File: src/rtl/seven_seg_scan.sv
// Four-digit hex scanner for the Basys3 seven-segment display.
// Latches a 16-bit value on Update and drives active-low anodes/segments with a dark guard at each slot start.
module seven_seg_scan #(
   parameter int REFRESH_DIV   = 100000,
   parameter int GUARD         = 16,
   parameter int BLANK_LEADING = 0
) (
   input  logic        BasysCLK,
   input  logic        Reset_n,
   input  logic        Update,
   input  logic [15:0] Value,
   input  logic [3:0]  DP_in,
   input  logic        Enable,
   output logic [3:0]  AN,
   output logic [6:0]  SEG,
   output logic        DP,
   output logic        FrameTick
);

   localparam int CW = (REFRESH_DIV > 1) ? $clog2(REFRESH_DIV) : 1;
   localparam logic [CW-1:0] CNT_LAST  = CW'(REFRESH_DIV - 1);
   localparam logic [CW-1:0] GUARD_END = CW'(GUARD);

   logic [CW-1:0] cnt;
   logic [1:0]    idx;
   logic [15:0]   shadow_val;
   logic [3:0]    shadow_dp;

   logic [3:0] digit;
   logic [3:0] lead_zero;
   logic [6:0] hex_seg;
   logic       dark;
   logic       blank;
   logic [3:0] an_next;
   logic [6:0] seg_next;
   logic       dp_next;

   always_ff @(posedge BasysCLK or negedge Reset_n) begin
      if (!Reset_n) begin
         shadow_val <= '0;
         shadow_dp  <= '0;
         cnt        <= '0;
         idx        <= '0;
         AN         <= 4'b1111;
         SEG        <= 7'h7F;
         DP         <= 1'b1;
         FrameTick  <= 1'b0;
      end else begin
         if (Update) begin
            shadow_val <= Value;
            shadow_dp  <= DP_in;
         end
         if (cnt == CNT_LAST) begin
            cnt <= '0;
            idx <= idx + 2'd1;
         end else begin
            cnt <= cnt + CW'(1);
         end
         FrameTick <= (cnt == CNT_LAST) && (idx == 2'd3);
         AN        <= an_next;
         SEG       <= seg_next;
         DP        <= dp_next;
      end
   end

   // lead_zero[k]: digits k..3 are all zero; digit 0 is never blanked.
   always_comb begin
      lead_zero    = 4'b0000;
      lead_zero[3] = (shadow_val[15:12] == 4'h0);
      lead_zero[2] = lead_zero[3] && (shadow_val[11:8] == 4'h0);
      lead_zero[1] = lead_zero[2] && (shadow_val[7:4] == 4'h0);
   end

   always_comb begin
      digit = shadow_val[{idx, 2'b00} +: 4];
      case (digit)
         4'h0: hex_seg = 7'b1000000;
         4'h1: hex_seg = 7'b1111001;
         4'h2: hex_seg = 7'b0100100;
         4'h3: hex_seg = 7'b0110000;
         4'h4: hex_seg = 7'b0011001;
         4'h5: hex_seg = 7'b0010010;
         4'h6: hex_seg = 7'b0000010;
         4'h7: hex_seg = 7'b1111000;
         4'h8: hex_seg = 7'b0000000;
         4'h9: hex_seg = 7'b0010000;
         4'hA: hex_seg = 7'b0001000;
         4'hB: hex_seg = 7'b0000011;
         4'hC: hex_seg = 7'b1000110;
         4'hD: hex_seg = 7'b0100001;
         4'hE: hex_seg = 7'b0000110;
         default: hex_seg = 7'b0001110;
      endcase
   end

   // The guard keeps all anodes off while idx changes, so two digits never overlap.
   always_comb begin
      an_next  = 4'b1111;
      seg_next = 7'h7F;
      dp_next  = 1'b1;
      dark     = (cnt < GUARD_END) || !Enable;
      blank    = (BLANK_LEADING != 0) && lead_zero[idx];
      if (!dark) begin
         an_next  = ~(4'b0001 << idx);
         seg_next = blank ? 7'h7F : hex_seg;
         dp_next  = ~shadow_dp[idx];
      end
   end

endmodule

File: config.mk
export PLATFORM = sky130hd
export DESIGN_NAME = seven_seg_scan
export DESIGN_NICKNAME = d
export VERILOG_FILES = /design/src/rtl/seven_seg_scan.sv
export SDC_FILE = /design/constraint.sdc
export NUM_CORES = 1
export LEC_CHECK = 0
export BUFFER_PORTS_ARGS = -buffer_cell sky130_fd_sc_hd__clkbuf_2
export CORE_UTILIZATION = 35
export CTS_CLUSTER_DIAMETER = 40
export DETAILED_ROUTE_END_ITERATION = 12
export GPL_TIMING_DRIVEN = 1
export PLACE_DENSITY = 0.64
export REMOVE_ABC_BUFFERS = 1
export SLEW_MARGIN = 20
export SYNTH_ARGS = -nofsm -noshare
export SYNTH_HDL_FRONTEND = slang
export SYNTH_SLANG_ARGS = --single-unit
File: constraint.sdc
create_clock -name BasysCLK -period 4 [get_ports BasysCLK]
set_input_delay 0 -clock BasysCLK [delete_from_list [all_inputs] [get_ports BasysCLK]]
set_output_delay 0 -clock BasysCLK [all_outputs]
set_load 0.01 [all_outputs]
* Yosys cells after proc, flatten, opt, wreduce, memory -nomap -nowiden
Memories as Yosys holds them, arrays and structs flattened.
Index checks and enable logic that the tools add are counted.
Widths: inputs -> output; s select.
** Word-level totals
- Output and inout bits :: 13
- Memories kept :: 1
- ROM bits :: 112
- Bits in registers :: 52
** Memory list
- (name not given) :: depth 16, width 7, read ports 1, clocked after Yosys merged registers in 0, wr ports 0, line 76 : case (digit)
** Operators by class
- Shifts and indexed selects :: 2
- Bitwise gates (word level) :: 2
- Equality and inequality tests :: 2
- Reductions and logical operators :: 3
- Magnitude comparators :: 2
- Add/sub/neg operators :: 2
- Mux-type cells :: 6
** Operators by type and width (number)
- $add 17x1->17 const B :: 1
- $eq 17x17->1 const B :: 1
- $lt 17x5->1 const B :: 1
- $mux 17 :: 1
- $shiftx 16x5->4 :: 1
- $mux 7 :: 1
- $mux 4 :: 1
- $not 4->4 :: 1
- $shl 1x2->4 const A :: 1
- $lt 2x3->1 const B :: 1
- $add 2x1->2 const B :: 1
- $bmux 1 s2 :: 1
- $eq 2x2->1 const B :: 1
- $mux 1 :: 2
- $logic_and 1x1->1 :: 1
- $logic_not 1->1 :: 1
- $logic_or 1x1->1 :: 1
- $not 1->1 :: 1

* Logic depth before layout (Yosys ltp)
- Word-level depth :: 4
- Mapped depth :: 7
- Mapped depth without buffers :: 6

* Least setup slack after synthesis
OpenSTA, ideal clock, no wires.
- Path kind :: register to register
- Start :: register idx[0]
- End :: register SEG[3]
- Stages on the path, launching flop included :: 7
- Required time :: 3.913 ns
- Slack :: 2.142 ns
- Path buffers :: 1
- Setup time :: 0.087 ns
- Data arrival time :: 1.771 ns
- Path through :: dfrtp_1 buf_6 mux4_2 ha_1 or2_2 a21oi_1 o21ai_0
** On the way
- Longest elaborated chain between the ends :: 3
** RTL lines
- start, declared :: line 25 : logic [1:0] idx;
- start signal, assigned :: line 55 : idx <= idx + 2'd1;
- $shiftx 16x5->4 :: line 75 : digit = shadow_val[{idx, 2'b00} +: 4];
- $mem_v2 16x7
- $mux 7 :: line 103 : if (!dark) begin
- named net seg_next[3] :: line 35 : logic [6:0] seg_next;
- end signal, assigned :: line 61 : SEG <= seg_next;
- end, declared :: line 15 : output logic [6:0] SEG,
The timed path passes the listed nets, and every way through them passes these cells.
A chain may end at the register's enable or synchronous reset.

* Worst setup path in the final report
Ends and elaborated chain as after synthesis.

==> flow_metrics.py <==
metrics = {
    "timing": {
        "skew_ns": 0.00738,
        "fin_crit_sh": 0.523,
        "min_period_ns": 2.09,
        "slew_headroom": 0.579,
        "max_freq_mhz": 478,
        "final-setup-viol-count": 0,
        "hold_viol": 0,
        "setup_tns_ns": 0,
        "hold_ws_ns": 0.193,
        "final_max_slew_viol_count": 0,
        "rsz0062_at_grt": "false",
        "tightest_slew_ns": 0.632,
        "fin_ws_ns": 1.91,
    },
    "setup_path": {
        "endpoint_kind": "register",
        "critPathMaxFanout": 8,
        "reg2reg_to": "SEG[3]",
        "crit_start": "idx[0]",
        "required_ns": 4.21,
        "crit_type": "register to register",
        "start_kind": "register",
        "reg2reg_from": "idx[0]",
        "rr_worst_depth": 5,
        "cp.arrival_ns": 2.30,
        "r2r_setup_slack_ns": 1.91,
    },
    "clocking": {
        "cts_tree": "yes",
        "cts_root_buf": "clkbuf_8",
        "cts-resized-gates": 0,
        "clock_path_buffers": 2,
        "htree_levels": 2,
        "clk_pin_slew_worst_paths_ns": 0.09,
        "clk_latency_ns": 0.30,
        "clkSinkCount": 52,
        "cts_made_buffers": 5,
    },
    "floorplanning": {
        "num_io_pins": 37,
        "rows": 30,
        "start_util": 0.364,
        "dieArea_um2": 7450,
        "core-area_um2": 6830,
        "die-width_um": 86.3,
        "fp.dieH_um": 86.3,
    },
    "finish": {
        "area_growth_pct": 22.9,
        "antenna_cells": 0,
        "post-route-util": 0.448,
        "layout-drive-gt1-share": 0.339,
        "final_cells": 353,
        "layout.nets": 291,
        "nFillCells": 673,
        "mostFrequentLayoutCells": "dfrtp_1, clkbuf_2, mux2_2",
        "final_area_um2": 3060,
        "final_common_cell": "dfrtp_1",
    },
    "synth": {
        "ys_ff_latch": 52,
        "avgSynthCellArea_um2": 12.6,
        "synth-edff-count": 0,
        "syn-cell-area_um2": 2490,
        "synthFlopType": "dfrtp_1",
        "async_flop_share": 1.00,
        "synth.largest_area_cell": "dfrtp_1",
        "ys_types": 36,
        "seq_area_frac_synth": 0.529,
        "synthDominantCellAreaShare": 0.402,
        "yosysWarnings": 0,
        "synth_area_leaders": "dfrtp_1, dfstp_2, mux2_2",
        "synthCells": 198,
    },
    "power_and_ir_drop": {
        "p_sw_frac": 0.229,
        "p_sw_mw": 0.245,
        "ir_drop_v": 0.000148,
        "pwr-share-comb": 0.130,
        "intPower_mw": 0.825,
        "p_seq_frac": 0.541,
        "power.leakage_nw": 1.34,
        "pwr_density_cell_nw_per_um2": 350,
        "pwr-share-clk": 0.329,
        "total_power_mw": 1.07,
    },
    "min_path": {
        "min_from": "Enable",
        "hold_depth": 3,
        "hp-class": "input port to register",
        "holdPathEnd": "SEG[4]",
    },
    "flow_run": {
        "cap_violations": 0,
    },
    "route": {
        "first_pass_iters": 4,
        "routedWlPerCell_um": 12.1,
        "postRouteAntennaNets": 0,
        "wirelength_mm": 4.27,
        "via_per_inst": 4.58,
        "drc": 0,
        "drt-initial-drc-count": 55,
        "vias": 1618,
    },
    "global_route": {
        "antenna_found_initial": 0,
        "grt.overflow.total": 0,
        "grt_pass1_wl_mm": 7.58,
        "grt_usage": 0.129,
        "grt_pass1_vias": 1607,
        "grt_start_max_net_pins": 53,
    },
    "place": {
        "place_area_um2": 2740,
        "place_inst": 324,
        "dp_slack_ns": 1.91,
        "dp_hpwl_mm": 3.09,
        "port_buffers": 36,
        "gp_congestion": 0.767,
    },
    "status": {
        "outcome": "finished clean",
    },
}
-- how the worst max path moves through the flow --
stage / endpoint / slack (ns) / cells after the start
floorplan: idx[1] / 1.89 / 5
global placement: SEG[3] / 1.93 / 5
detailed placement: SEG[3] / 1.91 / 5
CTS: SEG[3] / 1.88 / 5
global route: SEG[3] / 1.75 / 5
finish: SEG[3] / 1.91 / 5
-- sequential cells by signal (all words and copies together), names as in the netlist --
register,count
AN,4
DP,1
FrameTick,1
SEG,7
cnt,17
idx,2
shadow_dp,4
shadow_val,16
-- final cells by class --
type                            instances  area, µm²  share of cell area
Clock buffer                            6       72.6              0.0237
Clock inverter                          2       35.0              0.0115
Inverter                                5       18.8             0.00613
Multi-Input combinational cell        133       1090               0.357
Sequential cell                        52       1320               0.430
Tap cell                               96        120              0.0393
Timing Repair Buffer                   59        405               0.133
-- per-layer routing --
metal  routed length [µm]  share of wire  global-route usage  vias to the layer above
met4                   58          0.014              0.0364                        0
met1                 2140           0.50               0.179                      777
li1                     -              -                   -                      809
met2                 1920           0.45               0.205                       26
met5                    0              0                   0                        -
met3                  152          0.036              0.0257                        6
-- power groups by stage --
stage | Clock (mW) | Combinational [mW] | Sequential (mW)
3_3_place_gp | 0 | 0.123 | 0.590
3_5_place_dp | 0 | 0.126 | 0.590
2_1_floorplan | 0 | 0.0723 | 0.590
4_1_cts | 0.364 | 0.142 | 0.579
5_1_grt | 0.382 | 0.157 | 0.583
6_report | 0.352 | 0.139 | 0.579
-- critical path, stage by stage, from the launching register on --
cell     delay, ns
dfrtp_1       0.59
mux4_2        0.62
ha_1          0.26
or2_2         0.30
a21oi_1       0.13
o21ai_0       0.09
-- Yosys cell counts, drive strengths merged, types with 4 or more instances --
master,n
dfrtp,40
mux2,22
nand2,17
dfstp,12
ha,11
nor2,11
xor2,11
nand3,8
xnor2,7
buf,6
mux4,6
inv,5
nand4,4
nor3,4
o21ai,4
-- cells by family after synthesis --
logic type / share of synthesized area
AO/OA/AOI/OAI: 0.0402
XOR/XNOR: 0.0633
adder cells (fa/ha/maj): 0.0553
buffers and inverters: 0.0327
flip-flops: 0.529
multiplexers: 0.158
AND/OR/NAND/NOR: 0.122
-- what timing repair did --
action | 4_1_cts | 5_1_grt
hold buffers | 21 | 0
buffers inserted | 0 | 0
hold endpoints to repair | 60 | 0
setup endpoints to repair | 0 | 0
Note: power is estimated with default switching activity, not from simulation.
